File: config.mk
export PLATFORM = sky130hd
export DESIGN_NAME = axil2reg_bridge
export DESIGN_NICKNAME = d
export VERILOG_FILES = /design/src/rtl/axil2reg_bridge.sv
export SDC_FILE = /design/constraint.sdc
export NUM_CORES = 1
export LEC_CHECK = 0
export CAP_MARGIN = 30
export CORE_MARGIN = 4
export CORE_UTILIZATION = 30
export DETAILED_ROUTE_END_ITERATION = 8
export GPL_TIMING_DRIVEN = 0
export PLACE_DENSITY_LB_ADDON = 0.12
export SLEW_MARGIN = 40
export SYNTH_ARGS = -nofsm -noshare
export SYNTH_HDL_FRONTEND = slang
export SYNTH_SLANG_ARGS = --single-unit
export TNS_END_PERCENT = 10
File: constraint.sdc
create_clock -name clk -period 4.3 [get_ports clk]
set_input_delay 0.86 -clock clk [delete_from_list [all_inputs] [get_ports clk]]
set_output_delay 0.86 -clock clk [all_outputs]
set_load 0.02 [all_outputs]
File: src/rtl/axil2reg_bridge.sv
// AXI4-Lite slave that turns bus reads/writes into single-cycle register-file strobes.
// Read and write sides are independent FSMs, each with one transaction in flight.
module axil2reg_bridge #(
    parameter int AXI_ADDR_WIDTH = 32,
    parameter int REG_ADDR_WIDTH = 2,
    parameter int DATA_WIDTH     = 32
) (
    input  logic                      clk,
    input  logic                      rst,
    input  logic [AXI_ADDR_WIDTH-1:0] s_axi_awaddr,
    input  logic                      s_axi_awvalid,
    output logic                      s_axi_awready,
    input  logic [DATA_WIDTH-1:0]     s_axi_wdata,
    input  logic [DATA_WIDTH/8-1:0]   s_axi_wstrb,
    input  logic                      s_axi_wvalid,
    output logic                      s_axi_wready,
    output logic [1:0]                s_axi_bresp,
    output logic                      s_axi_bvalid,
    input  logic                      s_axi_bready,
    input  logic [AXI_ADDR_WIDTH-1:0] s_axi_araddr,
    input  logic                      s_axi_arvalid,
    output logic                      s_axi_arready,
    output logic [DATA_WIDTH-1:0]     s_axi_rdata,
    output logic [1:0]                s_axi_rresp,
    output logic                      s_axi_rvalid,
    input  logic                      s_axi_rready,
    output logic                      reg_wren,
    output logic [REG_ADDR_WIDTH-1:0] reg_wraddr,
    output logic [DATA_WIDTH-1:0]     reg_wrdata,
    output logic                      reg_rden,
    output logic [REG_ADDR_WIDTH-1:0] reg_rdaddr,
    input  logic [DATA_WIDTH-1:0]     reg_rddata
);

    localparam logic [1:0] RESP_OKAY   = 2'b00;
    localparam logic [1:0] RESP_SLVERR = 2'b10;

    typedef enum logic [1:0] {W_IDLE, W_STROBE, W_RESP} w_state_e;
    typedef enum logic [1:0] {R_IDLE, R_STROBE, R_RESP} r_state_e;

    w_state_e                  w_state_q, w_state_d;
    logic                      aw_held_q, aw_held_d, w_held_q, w_held_d;
    logic [REG_ADDR_WIDTH-1:0] aw_idx_q, aw_idx_d;
    logic [DATA_WIDTH-1:0]     w_data_q, w_data_d;
    logic [DATA_WIDTH/8-1:0]   w_strb_q, w_strb_d;
    logic [REG_ADDR_WIDTH-1:0] reg_wraddr_q, reg_wraddr_d;
    logic [DATA_WIDTH-1:0]     reg_wrdata_q, reg_wrdata_d;
    logic [1:0]                bresp_q, bresp_d;
    logic                      awready_q, awready_d, wready_q, wready_d;

    r_state_e                  r_state_q, r_state_d;
    logic                      arready_q, arready_d;
    logic [REG_ADDR_WIDTH-1:0] reg_rdaddr_q, reg_rdaddr_d;
    logic [DATA_WIDTH-1:0]     rdata_q, rdata_d;

    logic aw_hs, w_hs, ar_hs;
    logic unused_addr_bits;

    // Address bits outside the word index alias by design.
    assign unused_addr_bits = ^{s_axi_awaddr[AXI_ADDR_WIDTH-1:REG_ADDR_WIDTH+2], s_axi_awaddr[1:0],
                                s_axi_araddr[AXI_ADDR_WIDTH-1:REG_ADDR_WIDTH+2], s_axi_araddr[1:0]};

    assign aw_hs = s_axi_awvalid && awready_q;
    assign w_hs  = s_axi_wvalid && wready_q;
    assign ar_hs = s_axi_arvalid && arready_q;

    always_ff @(posedge clk or posedge rst) begin
        if (rst) begin
            w_state_q    <= W_IDLE;
            aw_held_q    <= 1'b0;
            w_held_q     <= 1'b0;
            aw_idx_q     <= '0;
            w_data_q     <= '0;
            w_strb_q     <= '0;
            reg_wraddr_q <= '0;
            reg_wrdata_q <= '0;
            bresp_q      <= RESP_OKAY;
            awready_q    <= 1'b0;
            wready_q     <= 1'b0;
        end else begin
            w_state_q    <= w_state_d;
            aw_held_q    <= aw_held_d;
            w_held_q     <= w_held_d;
            aw_idx_q     <= aw_idx_d;
            w_data_q     <= w_data_d;
            w_strb_q     <= w_strb_d;
            reg_wraddr_q <= reg_wraddr_d;
            reg_wrdata_q <= reg_wrdata_d;
            bresp_q      <= bresp_d;
            awready_q    <= awready_d;
            wready_q     <= wready_d;
        end
    end

    // Strobe outputs only move on entry to W_STROBE so they hold between writes.
    always_comb begin
        w_state_d    = w_state_q;
        aw_held_d    = aw_held_q;
        w_held_d     = w_held_q;
        aw_idx_d     = aw_idx_q;
        w_data_d     = w_data_q;
        w_strb_d     = w_strb_q;
        reg_wraddr_d = reg_wraddr_q;
        reg_wrdata_d = reg_wrdata_q;
        bresp_d      = bresp_q;
        case (w_state_q)
            W_IDLE: begin
                if (aw_hs) begin
                    aw_held_d = 1'b1;
                    aw_idx_d  = s_axi_awaddr[REG_ADDR_WIDTH+1:2];
                end
                if (w_hs) begin
                    w_held_d = 1'b1;
                    w_data_d = s_axi_wdata;
                    w_strb_d = s_axi_wstrb;
                end
                if (aw_held_d && w_held_d) begin
                    w_state_d = W_STROBE;
                    if (&w_strb_d) begin
                        reg_wraddr_d = aw_idx_d;
                        reg_wrdata_d = w_data_d;
                    end
                end
            end
            W_STROBE: begin
                aw_held_d = 1'b0;
                w_held_d  = 1'b0;
                bresp_d   = (&w_strb_q) ? RESP_OKAY : RESP_SLVERR;
                w_state_d = W_RESP;
            end
            W_RESP: begin
                if (s_axi_bready) w_state_d = W_IDLE;
            end
            default: w_state_d = W_IDLE;
        endcase
        awready_d = (w_state_d == W_IDLE) && !aw_held_d;
        wready_d  = (w_state_d == W_IDLE) && !w_held_d;
    end

    always_comb begin
        s_axi_awready = awready_q;
        s_axi_wready  = wready_q;
        s_axi_bvalid  = (w_state_q == W_RESP);
        s_axi_bresp   = bresp_q;
        reg_wren      = (w_state_q == W_STROBE) && (&w_strb_q);
        reg_wraddr    = reg_wraddr_q;
        reg_wrdata    = reg_wrdata_q;
    end

    always_ff @(posedge clk or posedge rst) begin
        if (rst) begin
            r_state_q    <= R_IDLE;
            arready_q    <= 1'b0;
            reg_rdaddr_q <= '0;
            rdata_q      <= '0;
        end else begin
            r_state_q    <= r_state_d;
            arready_q    <= arready_d;
            reg_rdaddr_q <= reg_rdaddr_d;
            rdata_q      <= rdata_d;
        end
    end

    // Read data is sampled at the end of the strobe cycle, before any same-edge write lands.
    always_comb begin
        r_state_d    = r_state_q;
        reg_rdaddr_d = reg_rdaddr_q;
        rdata_d      = rdata_q;
        case (r_state_q)
            R_IDLE: begin
                if (ar_hs) begin
                    reg_rdaddr_d = s_axi_araddr[REG_ADDR_WIDTH+1:2];
                    r_state_d    = R_STROBE;
                end
            end
            R_STROBE: begin
                rdata_d   = reg_rddata;
                r_state_d = R_RESP;
            end
            R_RESP: begin
                if (s_axi_rready) r_state_d = R_IDLE;
            end
            default: r_state_d = R_IDLE;
        endcase
        arready_d = (r_state_d == R_IDLE);
    end

    always_comb begin
        s_axi_arready = arready_q;
        s_axi_rvalid  = (r_state_q == R_RESP);
        s_axi_rdata   = rdata_q;
        s_axi_rresp   = RESP_OKAY;
        reg_rden      = (r_state_q == R_STROBE);
        reg_rdaddr    = reg_rdaddr_q;
    end

endmodule

; ---- Word-level counts from Yosys, hierarchy flattened
; Index checks and enable logic that the tools add are counted.
[word_totals]
elab_cells = 52
output_inout_bits = 79
regBits = 117
in_bits = 139
[op_classes]
reduce_logical = 16
mux = 17
n_eq_ne = 4
[op_table]
columns = operator, n
row1 = $mux 32, 1
row2 = $mux 2, 6
row3 = $pmux 2 s3, 2
row4 = $logic_not 2->1, 4
row5 = $mux 4, 2
row6 = $logic_and 1x1->1, 7
row7 = $reduce_and 6->1, 1
row8 = $eq 2x1->1 const B, 2
row9 = $eq 2x2->1 const B, 2
row10 = $mux 1, 4
row11 = $pmux 1 s2, 2
row12 = $reduce_and 4->1, 1
row13 = $logic_not 1->1, 2
row14 = $reduce_and 2->1, 1

; ---- Logic depth before layout (Yosys ltp)
[logic_depth]
word_depth = 8
mapped_depth = 5

; ---- Worst setup path after synthesis
; Ideal clock, no wire load.
[synth_path]
kind = reg-to-output
from = register w_state_q[0]
to = output port reg_wren
required_ns = 3.440
path_slack_ns = 2.277
stages_incl_launch_ff = 4
arrival_ns = 1.163
n_path_buf = 1
cell_sequence = dfrtp_1 -> buf_2 -> nor2b_1 -> nor2b_1
[synth_between]
elab_chain_len = 2
[synth_rtl]
columns = item, line
row1 = from (decl), 41  ; w_state_e w_state_q, w_state_d;
row2 = from (signal assigned), 81  ; w_state_q <= w_state_d;
row3 = $eq 2x1->1, 145  ; reg_wren = (w_state_q == W_STROBE) && (&w_strb_q);
row4 = $logic_and 1x1->1, 145
row5 = to (decl), 27  ; output logic reg_wren,
; Every way passes these cells.

; ---- Final worst setup path
; Same ends and word-level chain as after synthesis.

==> run summary <==
outcome -> complete, no violations
DRT iter0 DRCs -> 48
Synth-to-Final Area Change -> 49.9%
WL/cell -> 16.0 um
CTS tree -> built
CP Buf/Inv Count -> 2
kind of critical path -> flop to output port
busiest grt layer -> met2
Post-synth top flop -> dfrtp_1
global-route wire length before repair -> 18200 um
met3 usage -> 0.0468
Clock Root Buffer -> clkbuf_16
Synth Area per Inst -> 15.5 um2
DR vias -> 3152
CP Cell Sequence -> buf_2 > nor2b_1 > nor2b_1 > clkdlybuf4s50_1
row count -> 46
crit end category -> output port
# diodes -> 0
cts hold-fix bufs -> 0
dpl hpwl -> 8380 um
most frequent CP cell -> nor2b_1
Fmax achieved -> 0.328 GHz
Cells after Synth -> 314
layout cell share with drive strength beyond 1 -> 0.390
Worst EP required -> 3440 ps
R2R Setup Slk -> 2520 ps
Final Slew Violations -> 0
DP Worst Slack -> 1470 ps
drt first pass iters -> 4
commonest non-fill, non-tap cell in the layout -> clkdlybuf4s50_1
die height -> 135 um
Setup Viol. Count Final -> 0
Fin. Hold Viols -> 0
Power Dens Cells -> 776 nW/um2
Tmin final -> 3050 ps
M1 GR Usage -> 0.147
CP Data Arrival Time -> 2190 ps
total grt overflow -> 0
Final ANT Viol Nets -> 0
drt drc -> 0
pin count of the biggest net entering global routing -> 66
GP Congestion -> 0.679
Layout Skew -> 6.04 ps
postcts setup bufs -> 0
yosys warns -> 0
P_leak -> 0.00312 uW
starting density of the core -> 0.307
Max clock buf depth -> 2
Yosys reg bits -> 116
hold crit path type -> flop to flop
Resize count post-CTS -> 0
Synth cell types -> 24
crit path max-delay cell type -> clkdlybuf4s50_1
CTS buffer count -> 17
MaxCap Viol Count -> 0
antenna violations before repair -> 1
cell family with most CP delay -> buffers and inverters
Ports -> 218
fin crit share -> 0.708
EDFF count, synth -> 0
Clock H-tree levels -> 4
placed cells -> 687
crit path max fanout -> 8
Vias/cell -> 4.38
Worst-Margin Slew -> 577 ps
Core Box Area -> 15900 um2
CTS Sinks -> 116
# port buffers -> 154
slew margin rel. -> 0.614
RSZ-0062 raised after global routing -> false
WHS -> 465 ps
clock slew seen by the registers of the worst setup and hold paths -> 60 ps
sequential area share after synthesis -> 0.596
Total Nets Final -> 629
die width -> 135 um
Die Area -> 18300 um2
startpoint types -> flop
mapped cell area -> 4870 um2
final WL -> 11500 um
Worst setup startpoint -> w_state_q[0]$_DFF_PP0_
worst setup margin -> 1250 ps
Peak VDD IR -> 0.000299 V
global-route track usage on met2 -> 0.226
hold_sp -> aw_held_q$_DFF_PP0_
Post-Layout Cell Count -> 719
GRT Overall Usage -> 0.131
ys async rst share -> 1.00
r2r startpoint -> w_state_q[1]$_DFF_PP0_
Clock Latency Late Sink -> 410 ps
vias in the first global route -> 3436
most frequent cells in the layout -> 154 x clkdlybuf4s50_1, 136 x mux2_2, 116 x dfrtp_1
Slowest Stage Delay on Critical Path -> 660 ps
fill count -> 1487
report_power, final:
part,internal (uW),switching (uW)
sequential,1640,262
clock,863,500
combinational,1360,1040
per-layer routing:
layer  wire (um)  part of all wire
met3         655             0.057
met4         189             0.016
met1        4540              0.39
met2        6110              0.53
met5          13            0.0011
path summary, 6_finish.rpt:
check	depth (start not counted)	to
min in group asynchronous	2	w_data_q[26]$_DFFE_PP0P_
worst min-delay path	1	s_axi_awready$_DFF_PP0_
worst max register to register	4	w_data_q[5]$_DFFE_PP0P_
worst max-delay path	4	reg_wren
worst min register to register	1	s_axi_awready$_DFF_PP0_
max in group asynchronous	3	reg_wrdata[7]$_DFFE_PP0P_
kinds of logic (layout without fill, tap and decap cells):
| kind of cell | after synthesis | after routing | share of synthesized area |
|---|---|---|---|
| other | 1 | 3 | 0.000770 |
| AO/OA/AOI/OAI | 8 | 8 | 0.0121 |
| AND/OR/NAND/NOR | 29 | 29 | 0.0365 |
| buffers and inverters | 20 | 207 | 0.0298 |
| flip-flops | 116 | 116 | 0.596 |
| multiplexers | 140 | 140 | 0.325 |
cell type report:
class	count	area, um2	share of cell area
clock inverters	13	135	0.0185
flip-flops and latches	116	2900	0.397
inverters	2	15.0	0.00206
multi-input cells	180	1830	0.251
plain buffers	18	138	0.0188
well taps	216	270	0.0370
clock buffers	19	443	0.0606
repair buffers	155	1570	0.215
cells in the mapped netlist (all sizes together) (2+ instances only):
| cell | number | area (um2) |
|---|---|---|
| nor2 | 12 | 45.0 |
| nor3 | 3 | 37.5 |
| dfrtp | 116 | 2900 |
| a21o | 2 | 15.0 |
| nand4 | 2 | 12.5 |
| mux2 | 140 | 1580 |
| inv | 2 | 7.51 |
| buf | 18 | 138 |
| o21ai | 2 | 21.3 |
| nor2b | 5 | 31.3 |
| nand2 | 4 | 17.5 |
| a21oi | 3 | 15.0 |
state kept, by name, summed over array words and instances, names as in the netlist:
signal,count
aw_held_q,1
aw_idx_q,2
r_state_q,2
reg_rdaddr,2
reg_wraddr,2
reg_wrdata,32
s_axi_arready,1
s_axi_awready,1
s_axi_bresp,1
s_axi_rdata,32
s_axi_wready,1
w_data_q,32
w_held_q,1
w_state_q,2
w_strb_q,4
per-stage QoR:
stage	TNS [ps]	util	total power, uW	cell area (um2)
floorplan	0	-	3320	4880
global placement	-171840	0.421	4300	6690
detailed placement	0	0.423	4370	6730
CTS	0	0.460	5770	7300
global route	0	0.460	5990	7300
finish	0	0.460	5670	7300
(Power assumes the default switching activity.)
